==> src/rtl/dmx16_64bits_hs.sv <==
// 1-to-16 registered demultiplexer with valid/ready handshake.
// One holding register; destination from sel or a round-robin pointer.
module dmx16_64bits_hs #(
  parameter int WIDTH = 64,
  parameter int NCH   = 16
) (
  input  logic             clk,
  input  logic             reset_n,
  input  logic             in_valid,
  input  logic [WIDTH-1:0] in_data,
  output logic             in_ready,
  input  logic [3:0]       sel,
  input  logic             auto_mode,
  output logic [WIDTH-1:0] out_data,
  output logic [NCH-1:0]   out_valid,
  input  logic [NCH-1:0]   out_ready,
  output logic [3:0]       rr_ptr,
  output logic [15:0]      xfer_cnt
);

  typedef enum logic {EMPTY, FULL} state_t;

  state_t           state;
  logic [3:0]       dest;
  logic [3:0]       nxt_dest;
  logic [NCH-1:0]   nxt_oh;
  logic             accept;
  logic             deliver;

  assign deliver  = (state == FULL) && out_ready[dest];
  assign in_ready = (state == EMPTY) || out_ready[dest];
  assign accept   = in_valid && in_ready;
  assign nxt_dest = auto_mode ? rr_ptr : sel;

  always_comb begin
    nxt_oh = '0;
    nxt_oh[nxt_dest] = 1'b1;
  end

  always_ff @(posedge clk or negedge reset_n) begin
    if (!reset_n) begin
      state     <= EMPTY;
      dest      <= '0;
      out_data  <= '0;
      out_valid <= '0;
      rr_ptr    <= '0;
      xfer_cnt  <= '0;
    end else begin
      if (deliver)
        xfer_cnt <= xfer_cnt + 16'd1;
      if (accept) begin
        out_data  <= in_data;
        dest      <= nxt_dest;
        out_valid <= nxt_oh;
        if (auto_mode)
          rr_ptr <= rr_ptr + 4'd1;
      end
      unique case (state)
        EMPTY: begin
          if (accept)
            state <= FULL;
        end
        FULL: begin
          // reload keeps FULL; drain without reload empties
          if (deliver && !accept) begin
            state     <= EMPTY;
            out_valid <= '0;
          end
        end
        default: state <= EMPTY;
      endcase
    end
  end

endmodule

==> config.mk <==
export PLATFORM = sky130hd
export DESIGN_NAME = dmx16_64bits_hs
export DESIGN_NICKNAME = d
export VERILOG_FILES = /design/src/rtl/dmx16_64bits_hs.sv
export SDC_FILE = /design/constraint.sdc
export NUM_CORES = 1
export LEC_CHECK = 0
export BUFFER_PORTS_ARGS = -buffer_cell sky130_fd_sc_hd__buf_2
export CAP_MARGIN = 0
export CORE_MARGIN = 3
export CORE_UTILIZATION = 30
export DETAILED_ROUTE_END_ITERATION = 10
export GPL_TIMING_DRIVEN = 0
export HOLD_SLACK_MARGIN = 0.03
export PLACE_DENSITY_LB_ADDON = 0.2
export SLEW_MARGIN = 40
export SYNTH_ARGS = -nofsm -noshare
export SYNTH_HDL_FRONTEND = slang
export SYNTH_SLANG_ARGS = --single-unit
==> constraint.sdc <==
create_clock -name clk -period 4.4 [get_ports clk]
set_input_delay 0.66 -clock clk [delete_from_list [all_inputs] [get_ports clk]]
set_output_delay 0.66 -clock clk [all_outputs]
set_load 0.1 [all_outputs]
==> results.tsv <==
stage	metric	value	unit
finish	most common cell after layout, fill and taps aside	buf_2	
floorplan	Row Count	45	
worst_setup_path	CP Class	flip-flop to output port	
worst_hold_path	HP Class	input port to async pin	
finish	register area	2630	um2
synthesis	Post-synth EDFFs	0	
global_routing	initial antenna violation count	1	
sta	Total Neg Setup Slack	0	ps
cts	Clock transition at path regs	70	ps
finish	Final #Nets	599	
worst_setup_path	CP Launch Type	flip-flop	
cts	H-tree levels	3	
finish	design area	6240	um2
worst_setup_path	Top Family by Delay on Critical Path	multiplexers	
sta	Final Max Tran Viols	0	
global_routing	met2 Track Usage GR	19.1	%
finish	footprint of the multi-input gates	1860	um2
global_routing	all-layer global routing usage	13.0	%
worst_setup_path	most used cell, CP	buf_2	
global_routing	global-route wire length before repair	17300	um
floorplan	die height	131	um
worst_setup_path	Crit path arrival time	2520	ps
sta	Final Hold Fails	0	
sta	Final Critical Period	3180	ps
worst_setup_path	Cell Chain, Critical Path	mux4_2 > mux2_2 > o32a_1 > buf_6 > buf_2 > buf_2	
detailed_routing	vias after detailed routing	3217	
placement	post-detailed-placement half-perimeter wirelength	8300	um
worst_setup_path	CP peak stage delay	540	ps
worst_setup_path	Crit path buffers/inverters	3	
synthesis	sequential fraction of the synthesis area	56.1	%
sta	maximum clock frequency	314	MHz
floorplan	core area	15300	um2
cts	Clk Latency, worst-skew pair	350	ps
placement	PortBufs	186	
detailed_routing	vias per std cell	4.44	
finish	share of cells above drive strength 1	55.8	%
global_routing	GR Util met1	16.9	%
synthesis	most common flop cell mapped by yosys	dfrtp_1	
floorplan	Die Span X	131	um
floorplan	die area	17200	um2
worst_setup_path	critical path endpoint category	output port	
detailed_routing	DRC	0	
global_routing	M3 GR Usage	5.24	%
global_routing	vias in the first global route	3292	
detailed_routing	Iter 0 DRT Violations	97	
finish	most frequent cells in the layout	187 x buf_2, 105 x dfrtp_1, 60 x mux2_4, 16 x o2bb2ai_1, 13 x nand3_1	
cts	Sink Count	105	
cts	Post-CTS Resized	0	
placement	placed instance area	5920	um2
finish	Area Growth Syn to Fin	33.1	%
cts	TritonCTS clock tree	yes	
detailed_routing	drt wl/cell	15.3	um
finish	Finished Core Util	40.9	%
worst_setup_path	Reg2Reg Setup Slack	1930	ps
sta	period utilisation layout	72.3	%
global_routing	GR Overflow Total	0	
run	Max Cap Violations	0	
sta	RSZ-0062 raised after global routing	no	
global_routing	largest net degree at the start of global routing	55	
floorplan	Initial Util	30.7	%
cts	total CTS buffers	9	
placement	Placer Congestion	0.775	
worst_setup_path	Crit Reg-Reg Endpoint	out_data[35]	
detailed_routing	Final ANT Viol Nets	0	
sta	Worst Tran Pin Value	566	ps
synthesis	Distinct cells, synth	40	
detailed_routing	Routed Wire Length	11100	um
cts	hold_buf cts	0	
synthesis	Async SR Flop Fraction	100	%
detailed_routing	Detailed Routing Iterations Pass 1	4	
cts	Max clock buf depth	2	
synthesis	Syn Area/Cell	15.1	um2
worst_setup_path	worst r2r src	dest[1]	
cts	total setup buffers inserted after CTS	0	
synthesis	post-synth net total	401	
worst_setup_path	Worst Path Required	3740	ps
cts	clk root buf	clkbuf_16	
worst_setup_path	R2R depth	7	
sta	final setup vio count	0	
synthesis	Mapped Cells	311	
global_routing	grt peak-use layer	met2	
placement	Post-Place Setup Slack	1380	ps
worst_setup_path	slowest CP cell	mux4_2	
synthesis	post-synthesis register bit count	105	
outcome	outcome	complete, no violations	
floorplan	Top-Level Pins	189	
synthesis	yosys warns	0	
sta	skew final	6.77	ps
finish	fillcell total	1502	
sta	Worst Setup Slack, final	1220	ps
worst_setup_path	crit path max fanout	10	
sta	Max-slew headroom	62.2	%
synthesis	Mapped Area	4690	um2
finish	number of diodes	0	
-- stage by stage --
step | instances | hold WS, ps
CTS | 724 | 228
detailed placement | 709 | 456
global placement | 708 | 463
global route | 724 | 236
floorplan | 311 | 364
finish | 724 | 221
-- synth_stat cells (4+ instances only) --
cell / n / share of area, %
o2bb2ai_1: 16 / 3.0
a21oi_1: 4 / 0.43
xnor2_1: 6 / 1.1
nor2_1: 11 / 0.88
mux2_2: 7 / 1.7
inv_1: 6 / 0.48
and3_1: 4 / 0.53
dfrtp_1: 105 / 56
nand2_1: 8 / 0.64
xor2_1: 12 / 2.2
nor4_1: 4 / 0.53
nand2b_1: 6 / 0.80
buf_12: 6 / 2.6
mux2i_1: 4 / 0.85
mux2_4: 60 / 19
nand3_1: 13 / 1.4
-- sequential cells by signal (all words and copies together), names as in the netlist --
name,flops
out_valid,16
dest,4
out_data,64
rr_ptr,4
state,1
xfer_cnt,16
-- worst max-delay path by stage --
stage | cells past startpoint | slack [ps] | from | end
after floorplan | 5 | 1690 | out_ready[13] | in_ready
after global placement | 7 | 1370 | out_ready[13] | in_ready
after global routing | 6 | 1120 | dest[1] | in_ready
after CTS | 6 | 1180 | dest[1] | in_ready
after detailed placement | 7 | 1380 | out_ready[13] | in_ready
final | 6 | 1220 | dest[1] | in_ready
-- layer usage --
metal	vias to the layer above	wire length, um
li1	1523	-
met1	1552	4890
met2	125	4890
met3	15	1080
met4	2	210
met5	-	17
-- cells by family after synthesis --
kind of cell	count (synthesis)	synth area share, %
mux	74	23.2
compound gates	37	6.41
fa+ha+maj	2	0.534
buf+inv	21	4.22
simple gates	54	6.22
flops	105	56.1
xor+xnor	18	3.36
-- cell type report --
cell class / instances / area share, %
Sequential cell: 105 / 42.1
Multi-Input combinational cell: 185 / 29.8
Timing Repair Buffer: 187 / 15.5
Tap cell: 211 / 4.23
Clock buffer: 11 / 3.89
Buffer: 15 / 2.81
Clock inverter: 4 / 1.22
Inverter: 6 / 0.361
Power is not shown: default switching activity piles up to over one toggle a cycle in this logic, so the estimate is an artifact.
